**src/rtl/rock_pkg.sv**
```systemverilog
// Shared types and helpers for the rocking setpoint sequencer.
//   LEVEL_W_DEFAULT : default amplitude/frequency level width
//   seq_state_t     : sequencer FSM states
//   step_toward     : moves a level one count toward its target (never past it)
package rock_pkg;

  localparam int LEVEL_W_DEFAULT = 3;
  // Width the step helper works at; level widths up to this are supported.
  localparam int STEP_W = 16;

  typedef enum logic [1:0] {
    IDLE = 2'd0,
    RAMP = 2'd1,
    HOLD = 2'd2,
    STOP = 2'd3
  } seq_state_t;

  // One count toward tgt. Because it only ever moves toward a target that is
  // itself a legal level, it cannot wrap at either end of the range.
  function automatic logic [STEP_W-1:0] step_toward(input logic [STEP_W-1:0] cur,
                                                    input logic [STEP_W-1:0] tgt);
    if (cur < tgt)      return cur + STEP_W'(1);
    else if (cur > tgt) return cur - STEP_W'(1);
    else                return cur;
  endfunction

endpackage

```
**src/rtl/rock_hold_timer.sv**
```systemverilog
// Minimum-hold down-counter for a settled setpoint.
//   clk, reset : clock, async active-high reset (count clears to 0)
//   load       : load count with the reload value
//   tick       : slow-tick enable; decrements while non-zero
//   count      : reload value (ticks remaining minus one after load)
//   done       : counter has reached zero
module rock_hold_timer #(
  parameter int HOLD_W = 3
) (
  input  logic              clk,
  input  logic              reset,
  input  logic              load,
  input  logic              tick,
  input  logic [HOLD_W-1:0] count,
  output logic              done
);

  logic [HOLD_W-1:0] cnt;

  always_ff @(posedge clk or posedge reset) begin
    if (reset)                   cnt <= '0;
    else if (load)               cnt <= count;
    else if (tick && cnt != '0)  cnt <= cnt - HOLD_W'(1);
  end

  assign done = (cnt == '0);

endmodule

```
**src/rtl/rock_setpoint_sequencer.sv**
```systemverilog
// Setpoint sequencer between the rocking controller and the output stage.
// Accepts amplitude/frequency targets, walks the driven levels one step per
// slow tick (amp down, then freq, then amp up), holds each settled setpoint
// for HOLD_TICKS ticks, and ramps both levels to zero on error or !run.
//   clk, reset          : clock, async active-high reset
//   tick                : one-clk slow-tick enable
//   run, err            : run permission / controller error (either forces STOP)
//   tgt_amp, tgt_freq   : offered target, tgt_valid/tgt_ready handshake
//   cur_amp, cur_freq   : driven levels
//   settled             : IDLE/HOLD with driven levels equal to latched target
//   stopped             : STOP with both levels at zero
// All outputs are registered; they are computed from next-state values.
module rock_setpoint_sequencer #(
  parameter int LEVEL_W    = rock_pkg::LEVEL_W_DEFAULT,
  parameter int HOLD_TICKS = 4,
  parameter int HOLD_W     = 3
) (
  input  logic               clk,
  input  logic               reset,
  input  logic               tick,
  input  logic               run,
  input  logic               err,
  input  logic [LEVEL_W-1:0] tgt_amp,
  input  logic [LEVEL_W-1:0] tgt_freq,
  input  logic               tgt_valid,
  output logic               tgt_ready,
  output logic [LEVEL_W-1:0] cur_amp,
  output logic [LEVEL_W-1:0] cur_freq,
  output logic               settled,
  output logic               stopped
);

  import rock_pkg::*;

  seq_state_t         state, state_n;
  logic [LEVEL_W-1:0] t_amp, t_freq, ta_n, tf_n;
  logic [LEVEL_W-1:0] amp_n, freq_n;
  logic               ready_n, settled_n, stopped_n;
  logic               hold_load, hold_done;
  logic               halt;

  function automatic logic [LEVEL_W-1:0] step_lvl(input logic [LEVEL_W-1:0] c,
                                                  input logic [LEVEL_W-1:0] t);
    return LEVEL_W'(step_toward(STEP_W'(c), STEP_W'(t)));
  endfunction

  rock_hold_timer #(.HOLD_W(HOLD_W)) u_hold (
    .clk   (clk),
    .reset (reset),
    .load  (hold_load),
    .tick  (tick && state == HOLD),
    .count (HOLD_W'(HOLD_TICKS - 1)),
    .done  (hold_done)
  );

  assign halt = err | ~run;

  always_comb begin
    state_n   = state;
    amp_n     = cur_amp;
    freq_n    = cur_freq;
    ta_n      = t_amp;
    tf_n      = t_freq;
    hold_load = 1'b0;

    if (state == STOP) begin
      // Ramp-down runs to completion regardless of err/run; exit only
      // once both levels are zero and the cause has cleared.
      ta_n = '0;
      tf_n = '0;
      if (cur_amp == '0 && cur_freq == '0) begin
        if (!halt) state_n = IDLE;
      end else if (tick) begin
        if (cur_amp != '0) amp_n  = cur_amp - LEVEL_W'(1);
        else               freq_n = cur_freq - LEVEL_W'(1);
      end
    end else if (halt) begin
      // Takes priority over a same-clk handshake or step.
      state_n = STOP;
      ta_n    = '0;
      tf_n    = '0;
    end else begin
      unique case (state)
        IDLE: begin
          if (tgt_valid && tgt_ready) begin
            ta_n    = tgt_amp;
            tf_n    = tgt_freq;
            state_n = RAMP;
          end
        end
        RAMP: begin
          if (tick) begin
            // Amp down first so freq never moves at an amp above the new target.
            if (cur_amp > t_amp)        amp_n  = step_lvl(cur_amp, t_amp);
            else if (cur_freq != t_freq) freq_n = step_lvl(cur_freq, t_freq);
            else if (cur_amp < t_amp)   amp_n  = step_lvl(cur_amp, t_amp);
            else begin
              state_n   = HOLD;
              hold_load = 1'b1;
            end
          end
        end
        HOLD: begin
          if (tick && hold_done) state_n = IDLE;
        end
        default: state_n = IDLE;
      endcase
    end

    ready_n   = (state_n == IDLE) && !halt;
    settled_n = (state_n == IDLE || state_n == HOLD) && amp_n == ta_n && freq_n == tf_n;
    stopped_n = (state_n == STOP) && amp_n == '0 && freq_n == '0;
  end

  always_ff @(posedge clk or posedge reset) begin
    if (reset) begin
      state     <= IDLE;
      cur_amp   <= '0;
      cur_freq  <= '0;
      t_amp     <= '0;
      t_freq    <= '0;
      tgt_ready <= 1'b0;
      settled   <= 1'b1;
      stopped   <= 1'b0;
    end else begin
      state     <= state_n;
      cur_amp   <= amp_n;
      cur_freq  <= freq_n;
      t_amp     <= ta_n;
      t_freq    <= tf_n;
      tgt_ready <= ready_n;
      settled   <= settled_n;
      stopped   <= stopped_n;
    end
  end

endmodule
```
**config.mk**
```make
export PLATFORM = sky130hd
export DESIGN_NAME = rock_setpoint_sequencer
export DESIGN_NICKNAME = d
export VERILOG_FILES = /design/src/rtl/rock_pkg.sv /design/src/rtl/rock_hold_timer.sv /design/src/rtl/rock_setpoint_sequencer.sv
export SDC_FILE = /design/constraint.sdc
export NUM_CORES = 1
export LEC_CHECK = 0
export CELL_PAD_IN_SITES_DETAIL_PLACEMENT = 1
export CELL_PAD_IN_SITES_GLOBAL_PLACEMENT = 1
export CORE_AREA = 2 2 64 66
export CTS_BUF_LIST = sky130_fd_sc_hd__clkbuf_16
export CTS_CLUSTER_DIAMETER = 80
export DETAILED_ROUTE_END_ITERATION = 10
export DIE_AREA = 0 0 66 68
export PLACE_DENSITY = 0.84
export SETUP_SLACK_MARGIN = 0.4
export SYNTH_ARGS = -nofsm -noshare
export SYNTH_HDL_FRONTEND = slang
export SYNTH_SLANG_ARGS = --single-unit
```
**constraint.sdc**
```tcl
create_clock -name clk -period 3 [get_ports clk]
set_input_delay 0.6 -clock clk [delete_from_list [all_inputs] [get_ports clk]]
set_output_delay 0.6 -clock clk [all_outputs]
set_load 0.05 [all_outputs]
```
After elaboration in Yosys (flattened, before gate mapping)
Cells that the tools add are included.
{"block": "totals", "word_cells": 105, "in_bits": 12, "regBits": 20}
{"block": "classes", "n_lt_le_gt_ge": 6, "eq_ne": 8, "addsub": 7, "n_reduce_logical": 22, "n_mux": 51, "n_bitwise": 2}
{"cell": "3-bit two-way mux", "count": 33}
{"cell": "2-bit two-way mux", "count": 10}
{"cell": "3-bit zero test", "count": 5}
{"cell": "3-bit by 1-bit subtractor with 3-bit output, second input constant", "count": 5}
{"cell": "1-bit logical AND", "count": 10}
{"cell": "3-bit greater-than comparator", "count": 3}
{"cell": "3-bit less-than comparator", "count": 3}
{"cell": "2-bit == test, second input constant", "count": 4}
{"cell": "1-bit two-way mux", "count": 7}
{"cell": "3-bit by 1-bit adder with 3-bit output, second input constant", "count": 2}
{"cell": "3-bit == test", "count": 2}
{"cell": "2-bit case mux with 3 select lines", "count": 1}
{"cell": "3-bit nonzero test", "count": 2}
{"cell": "2-bit zero test", "count": 2}
{"cell": "3-bit != test", "count": 1}
{"cell": "2-bit by 1-bit == test with 1-bit output, second input constant", "count": 1}
{"cell": "2-bit nonzero test", "count": 1}
{"cell": "1-bit zero test", "count": 1}
{"cell": "1-bit logical OR", "count": 1}
{"cell": "1-bit inverter", "count": 1}
{"cell": "1-bit bitwise OR", "count": 1}

Logic depth before layout (Yosys ltp)
Gate-level depths: netlist (run 1).
{"block": "depth", "word_depth": 13, "ltp_mapped": 12, "depth_no_buf": 12}

Cells and area by module
From an unflattened synthesis (run 1), not the netlist that was laid out.
{"block": "unflattened", "cells_unflattened": 174, "area_unflattened_um2": 1539.0}
{"mod": "rock_setpoint_sequencer", "cells_each": 154, "n_inst": 1, "area_per_inst_um2": 1345.0, "seq_area_each_um2": 426.7}
{"mod": "rock_hold_timer", "cells_each": 20, "n_inst": 1, "area_per_inst_um2": 193.9, "seq_area_each_um2": 75.1}

Least setup slack after synthesis (run 1)
Ideal clock, no wire load.
{"block": "synth_path", "kind": "flip-flop to flip-flop", "startpoint": "reg cur_amp[1]", "endpoint": "reg stopped", "arrival_time_ns": 2.634, "stages_incl_launch_ff": 11, "slack_ns": 0.270, "path_buffers": 0, "setup_ns": 0.096, "required_time_ns": 2.904, "path_cell_list": "dfrtp_1 ha_1 and3b_2 or2_4 ha_1 or2_2 mux2i_1 o22ai_1 nor4_1 nand2_1 nor4_2"}
{"block": "synth_via", "elab_chain_cells": 13, "elab_cells_between_ends": 43, "classes_between": "add/sub: 3; order compare: 4; eq/ne: 1; mux: 28; reduce/logical: 7"}
{"item": "from (decl)", "line": "rock_setpoint_sequencer.sv:27", "text": "output logic [LEVEL_W-1:0] cur_amp,"}
{"item": "from (signal assigned)", "line": "rock_setpoint_sequencer.sv:127", "text": "cur_amp <= amp_n;"}
{"item": "3-bit greater-than comparator", "line": "rock_pkg.sv:23, rock_setpoint_sequencer.sv:94"}
{"item": "3-bit two-way mux", "line": "rock_pkg.sv:23", "text": "else if (cur > tgt) return cur - STEP_W'(1);"}
{"item": "3-bit two-way mux", "line": "rock_pkg.sv:22", "text": "if (cur < tgt) return cur + STEP_W'(1);"}
{"item": "3-bit two-way mux", "line": "rock_setpoint_sequencer.sv:96", "text": "else if (cur_amp < t_amp) amp_n = step_lvl(cur_amp, t_amp);"}
{"item": "3-bit two-way mux", "line": "rock_setpoint_sequencer.sv:95", "text": "else if (cur_freq != t_freq) freq_n = step_lvl(cur_freq, t_freq);"}
{"item": "3-bit two-way mux", "line": "rock_setpoint_sequencer.sv:94", "text": "if (cur_amp > t_amp) amp_n = step_lvl(cur_amp, t_amp);"}
{"item": "3-bit two-way mux", "line": "rock_setpoint_sequencer.sv:92", "text": "if (tick) begin"}
{"item": "3-bit two-way mux", "line": "rock_setpoint_sequencer.sv:83", "text": "unique case (state)"}
{"item": "3-bit two-way mux", "line": "rock_setpoint_sequencer.sv:77", "text": "end else if (halt) begin"}
{"item": "3-bit two-way mux (*)", "line": "rock_setpoint_sequencer.sv:66", "text": "if (state == STOP) begin"}
{"item": "via amp_n[0]", "line": "rock_setpoint_sequencer.sv:37", "text": "logic [LEVEL_W-1:0] amp_n, freq_n;"}
{"item": "3-bit zero test (*)", "line": "rock_setpoint_sequencer.sv:112", "text": "stopped_n = (state_n == STOP) && amp_n == '0 && freq_n == '0;"}
{"item": "1-bit logical AND (*) (2 in a row)", "line": "rock_setpoint_sequencer.sv:112"}
{"item": "via stopped_n", "line": "rock_setpoint_sequencer.sv:38", "text": "logic ready_n, settled_n, stopped_n;"}
{"item": "to (signal assigned)", "line": "rock_setpoint_sequencer.sv:133", "text": "stopped <= stopped_n;"}
{"item": "to (decl)", "line": "rock_setpoint_sequencer.sv:30", "text": "output logic stopped"}
The timed path passes the listed nets; every way through them passes the cells marked *.
A chain may end at the register's enable or synchronous reset.

Worst setup path in the final report (run 1)
{"block": "layout_path", "startpoint": "reg cur_amp[0]", "endpoint": "reg settled"}
{"block": "layout_via", "elab_cells_between_ends": 45, "classes_between": "add/sub: 3; order compare: 4; eq/ne: 3; mux: 28; reduce/logical: 7"}
{"item": "3-bit less-than comparator", "line": "rock_setpoint_sequencer.sv:96"}
{"item": "2-bit two-way mux", "line": "rock_setpoint_sequencer.sv:96"}
{"item": "2-bit two-way mux", "line": "rock_setpoint_sequencer.sv:95"}
{"item": "2-bit two-way mux", "line": "rock_setpoint_sequencer.sv:94"}
{"item": "2-bit two-way mux", "line": "rock_setpoint_sequencer.sv:92"}
{"item": "2-bit case mux with 3 select lines", "line": "rock_setpoint_sequencer.sv:83"}
{"item": "2-bit two-way mux", "line": "rock_setpoint_sequencer.sv:77"}
{"item": "2-bit two-way mux (*)", "line": "rock_setpoint_sequencer.sv:66"}
{"item": "via state_n[0]", "line": "rock_setpoint_sequencer.sv:35", "text": "seq_state_t state, state_n;"}
{"item": "2-bit == test / 2-bit zero test (equally long branches)", "line": "rock_setpoint_sequencer.sv:111", "text": "settled_n = (state_n == IDLE || state_n == HOLD) && amp_n == ta_n && freq_n == tf_n;"}
{"item": "1-bit logical OR (*)", "line": "rock_setpoint_sequencer.sv:111"}
{"item": "1-bit logical AND (*) (2 in a row)", "line": "rock_setpoint_sequencer.sv:111"}
{"item": "via settled_n", "line": "rock_setpoint_sequencer.sv:38"}
{"item": "to (signal assigned)", "line": "rock_setpoint_sequencer.sv:132", "text": "settled <= settled_n;"}
{"item": "to (decl)", "line": "rock_setpoint_sequencer.sv:29", "text": "output logic settled,"}
Marked as above.

==> flow_metrics.tcl, run 1 <==
set metrics [dict create \
    ys_seq_area_frac 0.334 \
    end_kind "flip-flop" \
    synth_nets 190 \
    yosys-top-cells-area "dfrtp_1 (32%), ha_1 (13%), mux2i_1 (4.0%)" \
    fin_skew_ps 1.34 \
    drive_above_1_share 0.285 \
    clkTransAtPathRegs_ps 50 \
    placeableCoreArea_um2 3860 \
    crit_fanout 3 \
    drv_cap 0 \
    synth_cell_types 53 \
    setup_viol 0 \
    total_power_w 0.00204 \
    die_y_um 68 \
    post-route-min-period_ps 2580 \
    critPathLaunchType "flip-flop" \
    syn_area_um2 1500 \
    critical_path.top_delay_family "simple AND/OR/NAND/NOR gates" \
    globalRouteOverflowTotal 0 \
    p_per_area_nw_per_um2 960 \
    grt_pass1_vias 1499 \
    critPathBufInv 3 \
    ys_async_sr_fraction 1.00 \
    final_antenna_net_count 0 \
    cts_tree "done" \
    vias_per_cell 5.56 \
    drt-pass1-iter-count 4 \
    synth_area_leader_cell "dfrtp_1" \
    grt.total_usage 0.231 \
    mostFrequentLayoutCells "clkdlybuf4s50_1 (19), dfrtp_1 (16), buf_4 (15)" \
    ys.flop_type "dfrtp_1" \
    io_buffer_count 20 \
    final_nets 229 \
    layout_commonest_cell "clkdlybuf4s50_1" \
    hold_path.class "flip-flop to flip-flop" \
    rsz0062_at_grt "true" \
    synth_cells 162 \
    tightest_slew_ps 765 \
    outcome "finished clean" \
    die_width_um 66 \
    cts_buffers 3 \
    cts_max_level 1 \
    initial_core_util 0.390 \
    synth_warnings 0 \
    rows 23 \
    diodes 0 \
    critPathArrivalTime_ps 2730 \
    critical_path_class "flip-flop to flip-flop" \
    p_leak_nw 0.849 \
    yosys.area.top_type_share 0.316 \
    crit_chain "clkinvlp_4 > ha_4 > and3b_2 > or2_4 > inv_4 > buf_6 > or4_4 > a211o_1 > nor4_2" \
    route.detailed.wl_per_inst_um 20.9 \
    tns_ps 0 \
    io_pins 21 \
    wl_met3_um 168 \
    postSynthAreaPerCell_um2 9.28 \
    antenna_found_initial 0 \
    routed_wl_mm 5.22 \
    grt_max_degree 21 \
    clockBufferDepth 2 \
    drc 0 \
    postCtsHoldBufs 0 \
    dp_hpwl_mm 3.27 \
    met2WireLength_mm 2.70 \
    synth-edff-count 0 \
    timing.fmax_mhz 388 \
    grt_pass1_wl_mm 7.60 \
    slew_viol_final 0 \
    cpPeakStageDelay_ps 560 \
    cts_root_buf "clkbuf_16" \
    die_area_um2 4490 \
    maxSlewHeadroom 0.490 \
    fin_crit_sh 0.859 \
    ys_ff_latch 20 \
    gp_congestion 0.873 \
    areaGrowthSynthToFinish_pct 41.1 \
    num_vias 1390 \
    topRoutingLayerUsed "met4" \
    timing.hold.ws_ps 579 \
    clock_latency_ps 250 \
    drtIter0Drc 82 \
    cp.required_ps 3160 \
    wl_met1_mm 2.22 \
    hold_viol_final 0 \
    ir_drop_mv 0.675 \
    slowest_stage "or4_4" \
    clock_sinks 20 \
]
final timing paths:
check / start / end / slack (ps) / depth (start not counted)
min in group asynchronous: reset / u_hold.cnt[0] / 790 / 2
setup / recovery: cur_amp[0] / settled / 420 / 9
hold reg to reg: u_hold.cnt[0] / u_hold.cnt[0] / 580 / 2
max in group asynchronous: reset / cur_amp[0] / 1680 / 2
setup reg to reg: cur_amp[0] / settled / 420 / 9
hold / removal: u_hold.cnt[0] / u_hold.cnt[0] / 580 / 2
cell families after synthesis:
| group | count (synthesis) | share of synthesized area |
|---|---|---|
| flip-flops | 20 | 0.334 |
| adder cells (fa/ha/maj) | 16 | 0.133 |
| buffers and inverters | 16 | 0.0416 |
| AO/OA/AOI/OAI | 33 | 0.152 |
| multiplexers | 7 | 0.0474 |
| AND/OR/NAND/NOR | 61 | 0.235 |
| XOR/XNOR | 9 | 0.0574 |
state kept, by name, indices dropped and copies added, names as in the netlist:
register    count
cur_amp         3
cur_freq        3
settled         1
state           2
stopped         1
t_amp           3
t_freq          3
tgt_ready       1
u_hold.cnt      3
Yosys cell counts (2+ instances only):
library cell,n
nand3_1,4
mux2i_1,6
inv_1,13
nor2_1,12
nor2b_1,4
and3_1,2
and2_1,2
nor4_2,2
nor4_1,2
a211oi_1,2
xnor2_1,4
buf_2,2
nand2_1,14
xor2_1,4
or2_2,2
o21ai_0,6
o22ai_1,2
dfrtp_1,19
nand2b_1,3
o2111ai_1,2
ha_1,16
a21oi_1,8
stage by stage:
stage | cells | setup WS (ps) | utilization | cell area [um2]
floorplan | 162 | 416 | - | 1510
detailed placement | 231 | 144 | 0.458 | 1770
global placement | 231 | 260 | 0.458 | 1770
finish | 250 | 424 | 0.550 | 2120
global route | 250 | 329 | 0.550 | 2120
CTS | 246 | 360 | 0.523 | 2020
per-layer routing:
layer	track usage	vias up
met5	0	-
met4	0.0944	0
met3	0.0181	14
met2	0.415	40
met1	0.287	684
li1	-	652
layout make-up:
type / count / area, um2
clock inverters: 1 / 3.75
clock buffers: 3 / 75.1
flip-flops and latches: 20 / 505
inverters: 14 / 58.8
fillers: 423 / 1730
well taps: 50 / 62.6
multi-input cells: 126 / 1090
repair buffers: 36 / 323
worst register-to-register path: cells and delay by family, from the launching register on:
family / cells / cell delay [ps]
AND/OR/NAND/NOR: 4 / 1290
flip-flops: 1 / 400
AO/OA/AOI/OAI: 1 / 330
buffers and inverters: 3 / 300
adder cells (fa/ha/maj): 1 / 170
timing repair:
action / 4_1_cts / 5_1_grt
setup endpoints to repair: 2 / 2
pin swaps: 12 / 10
buffers inserted: 11 / 4
gates resized for setup: 16 / 15
power by group:
part           switching [W]  total [W]  internal [W]
Combinational       0.000771    0.00137      0.000595
Sequential         0.0000712   0.000401      0.000330
Clock              0.0000933   0.000271      0.000177
Total               0.000935    0.00204       0.00110
Power figures use the tool's default switching activity.
==> inputs of run 2 (changes only) <==
--- a/config.mk
+++ b/config.mk
@@ -7,12 +7,12 @@
 export LEC_CHECK = 0
 export CELL_PAD_IN_SITES_DETAIL_PLACEMENT = 1
 export CELL_PAD_IN_SITES_GLOBAL_PLACEMENT = 1
-export CORE_AREA = 2 2 64 66
+export CORE_AREA = 2 2 65 67
 export CTS_BUF_LIST = sky130_fd_sc_hd__clkbuf_16
 export CTS_CLUSTER_DIAMETER = 80
 export DETAILED_ROUTE_END_ITERATION = 10
-export DIE_AREA = 0 0 66 68
-export PLACE_DENSITY = 0.84
+export DIE_AREA = 0 0 67 69
+export PLACE_DENSITY = 0.82
 export SETUP_SLACK_MARGIN = 0.4
 export SYNTH_ARGS = -nofsm -noshare
 export SYNTH_HDL_FRONTEND = slang
==> run 2 against run 1 <==
Against the previous run:
- utilization is 1.6 points lower
- largest power group unchanged
- sequential share of layout area is 0.37 points higher
- critical endpoint is now stopped
- clock skew is 3.0 ps higher
- highest routed layer unchanged
==> flow_metrics.tcl, run 2 (synthesis gave the netlist of run 1 again) <==
set metrics [dict create \
    rows 23 \
    initial_core_util 0.384 \
    clock_sinks 20 \
    slowest_stage "dfrtp_1" \
    placeableCoreArea_um2 3910 \
    p_per_area_nw_per_um2 971 \
    critPathLaunchType "flip-flop" \
    worst_slack_ps 368 \
    io_buffer_count 20 \
    maxSlewHeadroom 0.485 \
    die_y_um 69 \
    diodes 0 \
    dp_hpwl_mm 3.43 \
    fin_skew_ps 4.35 \
    outcome "finished clean" \
    io_pins 21 \
    pre_cts_ws_ps 5.66 \
    postCtsHoldBufs 0 \
    hold_path.class "flip-flop to flip-flop" \
    layout_commonest_cell "clkdlybuf4s50_1" \
    grt_pass1_vias 1559 \
    cp.required_ps 3150 \
    drtIter0Drc 43 \
    final_nets 227 \
    cpPeakStageDelay_ps 370 \
    critical_path.top_delay_family "simple AND/OR/NAND/NOR gates" \
    clock_latency_ps 250 \
    ir_drop_mv 0.523 \
    route.detailed.wl_per_inst_um 20.7 \
    cts_buffers 3 \
    cts_tree "done" \
    crit_chain "inv_2 > ha_4 > and3b_2 > o21ai_2 > buf_4 > o2111ai_1 > mux2i_2 > nor4_4 > nand2_1 > nor4_2" \
    drv_cap 0 \
    end_kind "flip-flop" \
    drive_above_1_share 0.278 \
    drc 0 \
    die_width_um 67 \
    die_area_um2 4620 \
    num_vias 1387 \
    grt.total_usage 0.233 \
    final_antenna_net_count 0 \
    gp_congestion 0.894 \
    cts_root_buf "clkbuf_16" \
    rsz0062_at_grt "true" \
    mostFrequentLayoutCells "clkdlybuf4s50_1 (19), dfrtp_1 (16), nand2_1 (14)" \
    setup_viol 0 \
    fin_crit_sh 0.877 \
    p_leak_nw 0.844 \
    clkTransAtPathRegs_ps 50 \
    routed_wl_mm 5.13 \
    cts_max_level 1 \
    clockBufferDepth 2 \
    timing.fmax_mhz 380 \
    drt-pass1-iter-count 4 \
    critPathArrivalTime_ps 2780 \
    critical_path_class "flip-flop to flip-flop" \
    critPathBufInv 2 \
    tns_ps 0 \
    hold_viol_final 0 \
    grt_max_degree 21 \
    globalRouteOverflowTotal 0 \
    vias_per_cell 5.59 \
    post-route-min-period_ps 2630 \
    total_power_w 0.00203 \
    areaGrowthSynthToFinish_pct 38.9 \
    grt_pass1_wl_mm 8.00 \
    crit_fanout 4 \
    tightest_slew_ps 772 \
    antenna_found_initial 0 \
    slew_viol_final 0 \
]
[run 2: cell types whose count changed in the layout (fill, tap and decap cells not counted), sizes merged]
| cell | change |
|---|---|
| clkinv | -1 |
| inv | +2 |
| clkinvlp | -1 |
| buf | -2 |
[run 2: final cells by class]
type / count / area, um2
inverter: 14 / 52.6
tap: 50 / 62.6
clock buffer: 3 / 75.1
clock inverter: 1 / 3.75
sequential: 20 / 505
timing repair buffer: 34 / 308
fill: 453 / 1820
multi-input combinational: 126 / 1080
[run 2: power by group]
| group | total (W) | switching, W | leakage (nW) | internal, W |
|---|---|---|---|---|
| Combinational | 0.00136 | 0.000772 | 0.560 | 0.000586 |
| Sequential | 0.000401 | 0.0000709 | 0.242 | 0.000330 |
| Clock | 0.000270 | 0.0000927 | 0.0423 | 0.000177 |
| Total | 0.00203 | 0.000936 | 0.844 | 0.00109 |
[run 2: repair_timing]
action / 4_1_cts / 5_1_grt
setup endpoints to repair: 2 / 2
pin swaps: 8 / 2
gates resized for setup: 17 / 9
setup buffers: 7 / 4
[run 2: metrics by stage]
| step | cells | util | instance area [um2] | hold WS, ps |
|---|---|---|---|---|
| global route | 248 | 0.534 | 2090 | 564 |
| CTS | 244 | 0.509 | 1990 | 549 |
| global placement | 233 | 0.456 | 1780 | 503 |
| finish | 248 | 0.534 | 2090 | 542 |
| floorplan | 162 | - | 1510 | 482 |
| detailed placement | 233 | 0.456 | 1780 | 531 |
[run 2: path summary, 6_finish.rpt]
path,cells past startpoint,start,to,slack [ps]
max in group asynchronous,2,reset,cur_amp[0],1670
worst max-delay path,10,t_amp[2],stopped,370
worst max register to register,10,t_amp[2],stopped,370
worst min register to register,2,u_hold.cnt[0],u_hold.cnt[0],540
worst min-delay path,2,u_hold.cnt[0],u_hold.cnt[0],540
min in group asynchronous,2,reset,state[1],790
[run 2: per-layer routing]
layer / vias to the layer above / GRT usage / wire length (um)
met5: - / 0 / 0
met4: 0 / 0.104 / 174
met3: 10 / 0.0326 / 205
met2: 43 / 0.394 / 2690
met1: 684 / 0.288 / 2060
li1: 650 / - / -
[run 2: tightest hold or removal path, cell delays in order, from the launching register on]
cell     delay [ps]
dfrtp_1         360
xnor2_1          80
nand2_1          60
==> inputs of run 3 (changes only) <==
--- a/config.mk
+++ b/config.mk
@@ -5,6 +5,7 @@
 export SDC_FILE = /design/constraint.sdc
 export NUM_CORES = 1
 export LEC_CHECK = 0
+export CAP_MARGIN = 20
 export CELL_PAD_IN_SITES_DETAIL_PLACEMENT = 1
 export CELL_PAD_IN_SITES_GLOBAL_PLACEMENT = 1
 export CORE_AREA = 2 2 65 67
@@ -17,3 +18,4 @@
 export SYNTH_ARGS = -nofsm -noshare
 export SYNTH_HDL_FRONTEND = slang
 export SYNTH_SLANG_ARGS = --single-unit
+export TNS_END_PERCENT = 10
==> run 3 against run 2 <==
Against the previous run:
- register-to-register slack worse by 40 ps
- clock skew down 2.9 ps
- global-route usage unchanged
- combinational power down 10%
- count of clock-buffer cells in the layout unchanged
- routed wire length down 4.5%
- critical path depth up 1
- sequential power down 1%
- flip-flop and latch count unchanged
==> flow_metrics.tcl, run 3 (synthesis gave the netlist of run 1 again) <==
set metrics [dict create \
    post-route-min-period_ps 2680 \
    fin_cells 244 \
    final_nets 223 \
    p_leak_nw 0.822 \
    fin_crit_sh 0.892 \
    tightest_slew_ps 753 \
    postCtsHoldBufs 0 \
    reg2reg_to "stopped" \
    io_buffer_count 20 \
    grt.total_usage 0.233 \
    combinationalPowerShare 0.645 \
    drt-pass1-iter-count 4 \
    die_y_um 69 \
    clockBufferDepth 2 \
    critical_path_class "flip-flop to flip-flop" \
    timing.fmax_mhz 374 \
    drv_cap 0 \
    crit_chain "inv_2 > ha_4 > and3b_2 > or2_4 > ha_2 > or2_4 > mux2i_2 > o22ai_2 > nor4_4 > nand2_1 > nor4_2" \
    critPathArrivalTime_ps 2830 \
    maxSlewHeadroom 0.497 \
    clkTransAtPathRegs_ps 50 \
    outcome "finished clean" \
    layout_commonest_cell "clkdlybuf4s50_1" \
    end_kind "flip-flop" \
    cp.required_ps 3160 \
    p_seq_frac 0.209 \
    clock_power_share 0.146 \
    tns_ps 0 \
    rows 23 \
    switchingPower_w 0.000877 \
    slowest_stage "dfrtp_1" \
    mostFrequentLayoutCells "clkdlybuf4s50_1 (19), dfrtp_1 (16), nand2_1 (14)" \
    power.internal_w 0.00102 \
    cts_buffers 3 \
    cts_tree "done" \
    antenna_found_initial 0 \
    p_sw_frac 0.462 \
    num_vias 1404 \
    drtIter0Drc 58 \
    drc 0 \
    ir_drop_mv 0.427 \
    fin_skew_ps 1.42 \
    slew_viol_final 0 \
    rsz0062_at_grt "true" \
    route.detailed.wl_per_inst_um 20.1 \
    fillers 459 \
    crit_fanout 4 \
    placeableCoreArea_um2 3910 \
    clock_sinks 20 \
    seq_area_um2 505 \
    cpPeakStageDelay_ps 370 \
    routed_wl_mm 4.90 \
    diodes 0 \
    cp.depth 11 \
    pre_cts_ws_ps 5.66 \
    clock_latency_ps 250 \
    globalRouteOverflowTotal 0 \
    rr_startpoint "t_amp[2]" \
    initial_core_util 0.384 \
    gp_congestion 0.894 \
    hold_viol_final 0 \
    hold_depth 2 \
    worst_slack_ps 325 \
    grt_pass1_wl_mm 8.00 \
    drive_above_1_share 0.237 \
    die_area_um2 4620 \
    final_antenna_net_count 0 \
    cts_max_level 1 \
    grt_pass1_vias 1559 \
    vias_per_cell 5.75 \
    cp_common_cell "or2_4" \
    io_pins 21 \
    critPathLaunchType "flip-flop" \
    critPathBufInv 1 \
    reg2reg_slack_ps 320 \
    die_width_um 67 \
    startpoint "t_amp[2]" \
    hold_path.class "flip-flop to flip-flop" \
    p_per_area_nw_per_um2 948 \
    areaGrowthSynthToFinish_pct 33.1 \
    dp.cells 233 \
    grt_max_degree 21 \
    multi_input_area_um2 1030 \
    setup_viol 0 \
    crit_path_end "stopped" \
    cts_root_buf "clkbuf_16" \
    reg2reg_depth 11 \
    dp_hpwl_mm 3.43 \
    critical_path.top_delay_family "simple AND/OR/NAND/NOR gates" \
]
## run 3: changes by cell type in the layout (fill, tap and decap cells not counted), sizes merged
cell and delta:
buf -4
## run 3: worst min path at each step
stage,from,endpoint,slack [ps]
after CTS,u_hold.cnt[0],u_hold.cnt[0],550
final,u_hold.cnt[0],u_hold.cnt[0],540
after detailed placement,u_hold.cnt[0],u_hold.cnt[0],530
after floorplan,u_hold.cnt[1],u_hold.cnt[1],480
after global placement,u_hold.cnt[1],u_hold.cnt[1],500
after global routing,u_hold.cnt[0],u_hold.cnt[0],560
## run 3: worst register-to-register path, cell delays in order (launching register included)
cell and delay [ps]:
dfrtp_1 370, inv_2 110, ha_4 230, and3b_2 250, or2_4 260, ha_2 170
or2_4 240, mux2i_2 170, o22ai_2 140, nor4_4 200, nand2_1 160, nor4_2 280
## run 3: per-layer routing
metal  vias to the layer above  wire length (um)  global-route usage
li1                        643                 -                   -
met1                       703              1990               0.288
met2                        47              2550               0.394
met3                        11               216              0.0326
met4                         0               145               0.104
met5                         -                 0                   0
## run 3: repair_timing
item,CTS,global route
endpoints found under the hold margin,0,0
setup endpoints to repair,2,2
pin swaps,8,1
buffers inserted,7,0
resized for setup,17,1
## run 3: power groups by stage
stage | clock network (W) | registers (W) | logic [W]
6_report | 0.000277 | 0.000397 | 0.00122
5_1_grt | 0.000287 | 0.000404 | 0.00132
4_1_cts | 0.000275 | 0.000392 | 0.00117
3_5_place_dp | 0 | 0.000410 | 0.000983
3_3_place_gp | 0 | 0.000403 | 0.000927
2_1_floorplan | 0 | 0.000536 | 0.000538
## run 3: through the flow
step	util	hold slack [ps]	power [W]	instance area [um2]
2_1_floorplan	-	482	0.00107	1510
3_3_place_gp	0.456	503	0.00133	1780
3_5_place_dp	0.456	531	0.00139	1780
4_1_cts	0.509	549	0.00184	1990
5_1_grt	0.512	564	0.00201	2000
6_report	0.512	542	0.00190	2000
## run 3: final cells by class
| cell class | count | share of cell area |
|---|---|---|
| tap | 50 | 0.0313 |
| clock inverter | 1 | 0.00188 |
| inverter | 14 | 0.0263 |
| timing repair buffer | 30 | 0.137 |
| multi-input combinational | 126 | 0.514 |
| clock buffer | 3 | 0.0375 |
| sequential | 20 | 0.253 |
